$ cat src/rtl/fpcvt_sched_pkg.sv
// Shared types and widths for the two-requester FPCVT conversion scheduler.
package fpcvt_sched_pkg;

  localparam int unsigned SAMPLE_W = 13;
  localparam int unsigned MAG_W    = 12;
  localparam int unsigned EXP_W    = 3;
  localparam int unsigned FRAC_W   = 5;

  typedef enum logic [1:0] {
    ST_IDLE = 2'd0,
    ST_CONV = 2'd1,
    ST_OUT  = 2'd2
  } state_t;

  typedef struct packed {
    logic              s;
    logic [EXP_W-1:0]  e;
    logic [FRAC_W-1:0] f;
  } fp_t;

endpackage

$ cat src/rtl/fpcvt_sched_fpcvt.sv
// FPCVT: 13-bit two's-complement sample to sign / 3-bit exponent / 5-bit
// significand, value ~= F * 2^E, rounded on the bit below the significand.
module fpcvt_sched_fpcvt
  import fpcvt_sched_pkg::*;
(
  input  logic [SAMPLE_W-1:0] d,
  output fp_t                 res_c
);

  logic [MAG_W-1:0]  mag;
  logic [3:0]        msb;
  logic [EXP_W-1:0]  e_raw;
  logic [FRAC_W-1:0] f_raw;
  logic              rnd;
  logic [FRAC_W:0]   sum;

  always_comb begin
    // -4096 has no positive 12-bit counterpart, so it saturates to 4095
    if (!d[SAMPLE_W-1])
      mag = d[MAG_W-1:0];
    else if (d == {1'b1, {(SAMPLE_W-1){1'b0}}})
      mag = '1;
    else
      mag = MAG_W'(~d + SAMPLE_W'(1));

    msb = '0;
    for (int i = 0; i < int'(MAG_W); i++)
      if (mag[i]) msb = 4'(i);

    e_raw = (msb > 4'd4) ? 3'(msb - 4'd4) : '0;
    f_raw = FRAC_W'(mag >> e_raw);
    rnd   = (e_raw != '0) ? mag[e_raw - 3'd1] : 1'b0;
    sum   = {1'b0, f_raw} + (FRAC_W+1)'(rnd);

    res_c.s = d[SAMPLE_W-1];
    if (sum[FRAC_W]) begin
      if (e_raw == 3'd7) begin
        res_c.e = 3'd7;
        res_c.f = 5'd31;
      end else begin
        res_c.e = e_raw + 3'd1;
        res_c.f = 5'd16;
      end
    end else begin
      res_c.e = e_raw;
      res_c.f = sum[FRAC_W-1:0];
    end
  end

endmodule

$ cat src/rtl/fpcvt_sched.sv
// Round-robin scheduler sharing one FPCVT datapath between two requesters,
// with a registered valid/ready result port and a handshake counter.
module fpcvt_sched
  import fpcvt_sched_pkg::*;
#(
  parameter int unsigned CNT_W = 8
) (
  input  logic                clk,
  input  logic                rst,
  input  logic                req0_valid,
  input  logic [SAMPLE_W-1:0] req0_d,
  output logic                req0_ready,
  input  logic                req1_valid,
  input  logic [SAMPLE_W-1:0] req1_d,
  output logic                req1_ready,
  output logic                out_valid,
  input  logic                out_ready,
  output logic                out_s,
  output logic [EXP_W-1:0]    out_e,
  output logic [FRAC_W-1:0]   out_f,
  output logic                out_id,
  output logic [CNT_W-1:0]    conv_count
);

  state_t              state, state_nxt;
  logic                last_grant;
  logic                grant;
  logic                accept;
  logic                handshake;
  logic                win;
  logic [SAMPLE_W-1:0] samp_q;
  logic                id_q;
  fp_t                 cvt_res;
  fp_t                 res_q;

  fpcvt_sched_fpcvt u_fpcvt (
    .d     (samp_q),
    .res_c (cvt_res)
  );

  // Arbitration, accept window and next state
  always_comb begin
    state_nxt  = state;
    req0_ready = 1'b0;
    req1_ready = 1'b0;
    accept     = 1'b0;
    handshake  = 1'b0;
    win        = 1'b0;
    grant      = (req0_valid && req1_valid) ? ~last_grant : req1_valid;

    case (state)
      ST_IDLE: win = 1'b1;
      ST_OUT: begin
        win       = out_ready;
        handshake = out_ready;
      end
      default: win = 1'b0;
    endcase

    if (win && (req0_valid || req1_valid) && !rst) begin
      accept     = 1'b1;
      req0_ready = ~grant;
      req1_ready = grant;
    end

    case (state)
      ST_IDLE: if (accept) state_nxt = ST_CONV;
      ST_CONV: state_nxt = ST_OUT;
      ST_OUT:  if (handshake) state_nxt = accept ? ST_CONV : ST_IDLE;
      default: state_nxt = ST_IDLE;
    endcase
  end

  always_ff @(posedge clk) begin
    if (rst) state <= ST_IDLE;
    else     state <= state_nxt;
  end

  always_ff @(posedge clk) begin
    if (rst) begin
      samp_q     <= '0;
      id_q       <= 1'b0;
      last_grant <= 1'b1;
      res_q      <= '0;
      out_id     <= 1'b0;
      out_valid  <= 1'b0;
      conv_count <= '0;
    end else begin
      if (accept) begin
        samp_q     <= grant ? req1_d : req0_d;
        id_q       <= grant;
        last_grant <= grant;
      end
      if (state == ST_CONV) begin
        res_q  <= cvt_res;
        out_id <= id_q;
      end
      out_valid <= (state_nxt == ST_OUT);
      if (handshake) conv_count <= conv_count + CNT_W'(1);
    end
  end

  assign out_s = res_q.s;
  assign out_e = res_q.e;
  assign out_f = res_q.f;

endmodule

$ cat config.mk
export PLATFORM = sky130hd
export DESIGN_NAME = fpcvt_sched
export DESIGN_NICKNAME = d
export VERILOG_FILES = /design/src/rtl/fpcvt_sched_pkg.sv /design/src/rtl/fpcvt_sched_fpcvt.sv /design/src/rtl/fpcvt_sched.sv
export SDC_FILE = /design/constraint.sdc
export NUM_CORES = 1
export LEC_CHECK = 0
export CAP_MARGIN = 20
export CELL_PAD_IN_SITES_DETAIL_PLACEMENT = 1
export CELL_PAD_IN_SITES_GLOBAL_PLACEMENT = 1
export CORE_MARGIN = 3
export CORE_UTILIZATION = 42
export CTS_CLUSTER_DIAMETER = 30
export DETAILED_ROUTE_END_ITERATION = 12
export DONT_BUFFER_PORTS = 1
export PLACE_DENSITY_LB_ADDON = 0.1
export SYNTH_ARGS = -nofsm -noshare
export SYNTH_HDL_FRONTEND = slang
export SYNTH_SLANG_ARGS = --single-unit
$ cat constraint.sdc
create_clock -name clk -period 4.8 [get_ports clk]
set_input_delay 0.72 -clock clk [delete_from_list [all_inputs] [get_ports clk]]
set_output_delay 0.72 -clock clk [all_outputs]
set_load 0.1 [all_outputs]
## Word-level counts from Yosys, hierarchy flattened

Cells that the tools add are included.

- Equality and inequality tests: 5
- Add/sub/neg operators: 6
- Muxes and demuxes: 30
- Order comparisons: 2
- Reductions and logical operators: 7
- Shifts and indexed selects: 1
- Bitwise gates (word level): 3

Operators by type and width:

| cell | count |
|---|---|
| $mux W12 | 2 |
| $mux W4 | 4 |
| $mux W8 | 2 |
| $mux W3 | 5 |
| $eq A13 B13 Y1 const B | 1 |
| $mux W13 | 1 |
| $add A12 B1 Y12 const B | 1 |
| $not A12 Y12 | 1 |
| $shr A12 B3 Y5 | 1 |
| $mux W1 | 9 |
| $add A8 B1 Y8 const B | 1 |
| $mux W2 | 4 |
| $add A5 B1 Y6 | 1 |
| $pmux W2 S3 | 1 |
| $lt A3 B5 Y1 const B | 1 |
| $eq A2 B2 Y1 const B | 2 |
| $gt A4 B3 Y1 const B | 1 |
| $add A3 B1 Y3 const B | 1 |
| $bmux W1 S3 | 1 |
| $eq A3 B3 Y1 const B | 1 |
| $logic_and A1 B1 Y1 | 3 |
| $reduce_bool A3 Y1 | 1 |
| $sub A3 B1 Y3 const B | 1 |
| $sub A3 B3 Y3 const B | 1 |
| other kinds (6) | 7 |

- Word-level logic and storage cells: 64
- Input bits: 31
- Output and inout port bits: 21
- Bits in registers: 36

## Logic depth before layout (Yosys ltp)

- Word-level depth: 23
- Mapped depth: 21
- Gate-level depth less buffers: 20

## By module

From an unflattened synthesis, not the netlist that was laid out.

- Cells, all modules: 383
- Area total of the unflattened synthesis: 3076.7 um^2

Modules (own cells, without submodules):

| module | sequential area each (um^2) | cells an instance | area each (um^2) | instances |
|---|---|---|---|---|
| fpcvt_sched_fpcvt | 0.0 | 218 | 1539.0 | 1 |
| fpcvt_sched | 720.7 | 165 | 1537.7 | 1 |

## Worst setup path before layout

No wires, ideal clock.

- Kind: flip-flop to flip-flop
- Start: reg samp_q[0]
- End: reg res_q (netlist bit out_f[4])
- Path buffers: 1
- Setup time: 0.124 ns
- Path slack: 0.352 ns
- Cell stages (with the launch flop): 22
- Arrival: 4.324 ns
- Data required time: 4.676 ns
- Clock period less this slack: 4.448 ns
- Cell sequence: dfxtp_1 buf_6 inv_1 ha_1 or4b_4 nor3_2 a2bb2oi_2 or4_4 a2bb2oi_4 nand2_2 inv_2 ha_1 a221oi_1 a31oi_1 a2111oi_0 a21o_1 ha_1 ha_1 inv_1 a311oi_1 nor4b_1 nor2_1

- Longest elaborated chain between the ends: 23
- Elaborated cells between the ends (all ways): 27
- Classes of those cells: 4 x add/sub; 1 x order compare; 1 x eq/ne; 1 x shift; 18 x mux; 1 x bitwise; 1 x reduce/logical

RTL lines:

| what | RTL line | RTL |
|---|---|---|
| from (decl) | fpcvt_sched.sv:31 | `logic [SAMPLE_W-1:0] samp_q;` |
| from (signal assigned) | fpcvt_sched.sv:90 | `samp_q <= grant ? req1_d : req0_d;` |
| $not A12 Y12 | fpcvt_sched_fpcvt.sv:24 | `mag = MAG_W'(~d + SAMPLE_W'(1));` |
| $add A12 B1 Y12 | fpcvt_sched_fpcvt.sv:24 |  |
| $mux W12 | fpcvt_sched_fpcvt.sv:21 | `else if (d == {1'b1, {(SAMPLE_W-1){1'b0}}})` |
| $mux W12 * | fpcvt_sched_fpcvt.sv:19 | `if (!d[SAMPLE_W-1])` |
| $mux W1 | fpcvt_sched_fpcvt.sv:28 | `if (mag[i]) msb = 4'(i);` |
| $mux W2 (2 in a row) | fpcvt_sched_fpcvt.sv:28 |  |
| $mux W3 (4 in a row) | fpcvt_sched_fpcvt.sv:28 |  |
| $mux W4 (4 in a row) | fpcvt_sched_fpcvt.sv:28 |  |
| $gt A4 B3 Y1 / $sub A3 B3 Y3 (equally long branches) | fpcvt_sched_fpcvt.sv:30 | `e_raw = (msb > 4'd4) ? 3'(msb - 4'd4) : '0;` |
| $mux W3 | fpcvt_sched_fpcvt.sv:30 |  |
| $sub A3 B1 Y3 | fpcvt_sched_fpcvt.sv:32 | `rnd = (e_raw != '0) ? mag[e_raw - 3'd1] : 1'b0;` |
| $bmux W1 S3 | fpcvt_sched_fpcvt.sv:32 |  |
| $mux W1 (not written as such) | fpcvt_sched_fpcvt.sv:32 |  |
| $mux W1 | fpcvt_sched_fpcvt.sv:32 |  |
| $add A5 B1 Y6 * | fpcvt_sched_fpcvt.sv:33 | `sum = {1'b0, f_raw} + (FRAC_W+1)'(rnd);` |
| $mux W8 * | fpcvt_sched_fpcvt.sv:36 | `if (sum[FRAC_W]) begin` |
| to (signal assigned) | fpcvt_sched.sv:95 | `res_q <= cvt_res;` |
| to (decl) | fpcvt_sched.sv:34 | `fp_t res_q;` |

Every way passes the cells marked *; elsewhere a longest branch is shown, timed or not. The select of a mux whose other input is x is not followed.
A chain may end at the register's enable or synchronous reset.

## Worst setup path in the final report

- Start: reg samp_q[1]
- End: reg res_q (netlist bit out_f[3])

- Longest elaborated chain between the ends: 23
- Elaborated cells between the ends (all ways): 29
- Classes of those cells: 4 x add/sub; 1 x order compare; 2 x eq/ne; 1 x shift; 19 x mux; 1 x bitwise; 1 x reduce/logical

RTL lines:

| what | RTL line |
|---|---|
| $not A12 Y12 | fpcvt_sched_fpcvt.sv:24 |
| $add A12 B1 Y12 | fpcvt_sched_fpcvt.sv:24 |
| $mux W12 | fpcvt_sched_fpcvt.sv:21 |
| $mux W12 * | fpcvt_sched_fpcvt.sv:19 |
| $mux W1 | fpcvt_sched_fpcvt.sv:28 |
| $mux W2 (2 in a row) | fpcvt_sched_fpcvt.sv:28 |
| $mux W3 (4 in a row) | fpcvt_sched_fpcvt.sv:28 |
| $mux W4 (4 in a row) | fpcvt_sched_fpcvt.sv:28 |
| $gt A4 B3 Y1 / $sub A3 B3 Y3 (equally long branches) | fpcvt_sched_fpcvt.sv:30 |
| $mux W3 | fpcvt_sched_fpcvt.sv:30 |
| $sub A3 B1 Y3 | fpcvt_sched_fpcvt.sv:32 |
| $bmux W1 S3 | fpcvt_sched_fpcvt.sv:32 |
| $mux W1 (not written as such) | fpcvt_sched_fpcvt.sv:32 |
| $mux W1 | fpcvt_sched_fpcvt.sv:32 |
| $add A5 B1 Y6 | fpcvt_sched_fpcvt.sv:33 |
| $mux W8 * | fpcvt_sched_fpcvt.sv:36 |

Marked as above.

==> results.md <==
* CTS hold repair buffers at 0
* Area share of the largest cell type after synthesis at 0.259
* Initial DRC count at roughly 110
* Cell Chain, Critical Path: inv_1, ha_2, or4b_4, nor3_4, a2bb2oi_2, or4_4, a2bb2oi_4, nand2_2, buf_4, mux4_1, nor3_1, a2111oi_1, a21o_1, ha_1, inv_1, a211oi_4, buf_4, a311o_1, a31oi_1
* Share of post-route cells with drive strength above 1 at 0.193
* Worst slew pin tran at 1.08 ns
* Post-synthesis cell area at around 0.0028 mm²
* Netlist cell types at 74
* Pre-antenna DRT Iters at 4
* Largest net degree at the start of global routing at 39
* Yosys warning count at 0
* Buffers on Ports at 0
* Yosys top cell by area: dfxtp_1
* Chip width at between 80 and 90 µm
* Final Hold Viols at 0
* Routed via count at 2569
* Net count after synthesis at 370
* Final Skew at roughly 0.0076 ns
* CTS root buf: clkbuf_8
* Flops & latches, synth at 36
* GRT Overall Usage at 0.203
* Combinational Power Share at 0.488
* Final wirelength at 7.47 mm
* Clk pin slew, worst setup/hold paths at 0.08 ns
* Setup violators final at 0
* Max-cap violation count at 0
* Slowest stage delay, CP at 0.58 ns
* DRC viols at 0
* WP buf/inv at 4
* Pwr Total at 1.41 mW
* Initial Util at 0.436
* Post-synth EDFFs at 0
* Util after Layout at 0.483
* Most frequent cells after synthesis: nor2_1 (47), dfxtp_1 (36), clkbuf_1 (17)
* Number of vias per cell at 6.28
* First-pass GRT wire length at 12.3 mm
* Sequential share of power at 0.318
* Sequential-to-total area share from yosys stat at 0.259
* Die ar. at 0.00764 mm²
* Crit start category: flip-flop
* Peak VDD IR at about 0.00025 V
* TritonCTS clock tree: built
* Status: finished, final reports clean
* Most frequent cell after synthesis: nor2_1
* Final min period at 4.58 ns
* Leak at 1.12 nW
* ANT cells at 0
* Fraction of registers with async set/reset at 0
* Net Sw Power at roughly 0.66 mW
* Top_reg_cell synth: dfxtp_1
* Worst-Skew Late Latency at 0.29 ns
* Post-DRT Antenna Nets at 0
* Crit-path leading delay family: simple AND/OR/NAND/NOR gates
* Relative slew slack at 0.280
* CTS sink count at 36
* Req. time, crit path at 5.02 ns
* Gpl congestion at 0.874
* Arrival time at the worst endpoint at around 4.8 ns
* Cells after Synth at 332
* I/O Pins at 52
* Tcrit/Tclk final at 0.954
* Drt wl/cell at 18.3 µm
* Clk network pwr share at 0.195
* GR Overflow Total at 0
* Clk buf depth at 2
* Post-Syn Area per Cell at between 8 and 9 µm²
* Area grow syn2layout at 10.8%
* Slew Viols, Final at 0
* Initial antenna violation count at 0
* Worst min path class: flip-flop to flip-flop
* DP Wirelength at 5.84 mm
* PwrDens at 458 mW/mm²
* Die Span Y at a little under 90 µm
* CTS Buf Count at 5
* Core box area at 0.00639 mm²
* Fmax at about 0.22 GHz
* Crit Path Category: flip-flop to flip-flop
* Nets at 369
* Crit path max-delay cell type: mux4_1
* Htree depth at 2
* Switch share at 0.464
* Core Rows at 29
* Crit. End Element: flip-flop
* Internal at 0.759 mW
* Dominant cells by area after synthesis: dfxtp_1 (26%), nor2_1 (6.3%), mux2i_1 (5.4%)
* Crit-path max FO at 9
* Sum of negative setup slack at 0 ns
* Number of global-route vias before repair at 2483
[sequential cells by signal (all words and copies together) (netlist names)]
name and cells:
conv_count 8, out_s 1, state 2, out_f 5
samp_q 13, out_e 3, out_valid 1, last_grant 1
id_q 1, out_id 1
[repair_timing]
item / 4_1_cts / 5_1_grt
resized for setup: 0 / 13
setup endpoints to repair: 0 / 8
buffers inserted: 0 / 2
[worst paths after layout]
path                   from  endpoint  slack (ns)  cells after the start
setup / recovery  samp_q[1]  out_f[3]        0.22                     19
hold / removal         id_q    out_id        0.47                      2
setup reg to reg  samp_q[1]  out_f[3]        0.22                     19
hold reg to reg        id_q    out_id        0.47                      2
[per-stage QoR]
stage	std cells	worst slack [ns]	hold WS, ns	instance area [µm²]
finish	409	0.221	0.468	3090
global route	409	-0.0173	0.468	3090
CTS	407	0.0542	0.469	3010
detailed placement	399	0.0694	0.474	2900
global placement	399	0.253	0.462	2900
floorplan	332	0.352	0.430	2790
[per-layer routing]
metal,up-vias,track usage,share of wire,wire length (µm)
met5,-,0,0,0
met4,0,0.0516,0.0091,68
met3,7,0.0341,0.047,352
met2,62,0.322,0.48,3560
met1,1245,0.284,0.47,3490
li1,1255,-,-,-
[cells in the final DEF, fill, tap and decap left out, types with 3 or more instances in the layout]
master	Yosys	routed
o211ai_1	4	4
nand3_1	7	7
o21ai_1	4	4
and3_1	5	5
mux2i_1	15	15
nand2b_1	4	4
nand2_1	15	15
inv_1	8	8
or3_1	5	5
nor2_1	47	47
a31oi_1	5	5
xor2_1	6	6
dfxtp_1	36	35
nor3_1	12	9
o21ai_0	6	5
a311oi_1	5	3
buf_4	1	12
o31ai_1	3	3
o311a_1	3	3
xnor2_1	6	6
nand4_1	7	7
a211oi_1	16	16
clkbuf_8	0	5
nor3_2	2	4
ha_1	7	6
a21oi_1	16	16
[worst register-to-register path, cell delays in order, from the launching register on]
cell and delay (ns):
dfxtp_2 0.37, inv_1 0.08, ha_2 0.20, or4b_4 0.52
nor3_4 0.16, a2bb2oi_2 0.12, or4_4 0.53, a2bb2oi_4 0.19
nand2_2 0.08, buf_4 0.18, mux4_1 0.58, nor3_1 0.18
a2111oi_1 0.08, a21o_1 0.17, ha_1 0.20, inv_1 0.10
a211oi_4 0.05, buf_4 0.21, a311o_1 0.32, a31oi_1 0.17
[power groups by stage]
stage	logic, mW	registers, mW	clock network [mW]
2_1_floorplan	0.522	0.438	0
3_3_place_gp	0.647	0.453	0
3_5_place_dp	0.653	0.455	0
4_1_cts	0.658	0.448	0.283
5_1_grt	0.763	0.454	0.298
6_report	0.690	0.450	0.275
[final cells by class]
class	count	area [µm²]
clock buffer	5	68.8
clock inverter	3	46.3
fill	775	3300
inverter	10	40.0
multi-input combinational	265	2000
sequential	36	722
tap	77	96.3
timing repair buffer	13	115
[logic make-up after synthesis]
| logic type | Yosys count | synth area share |
|---|---|---|
| simple gates | 131 | 0.252 |
| compound gates | 97 | 0.294 |
| flops | 36 | 0.259 |
| buf+inv | 31 | 0.0499 |
| mux | 18 | 0.0755 |
| xor+xnor | 12 | 0.0377 |
| fa+ha+maj | 7 | 0.0314 |
Note: power is estimated with default switching activity, not from simulation.
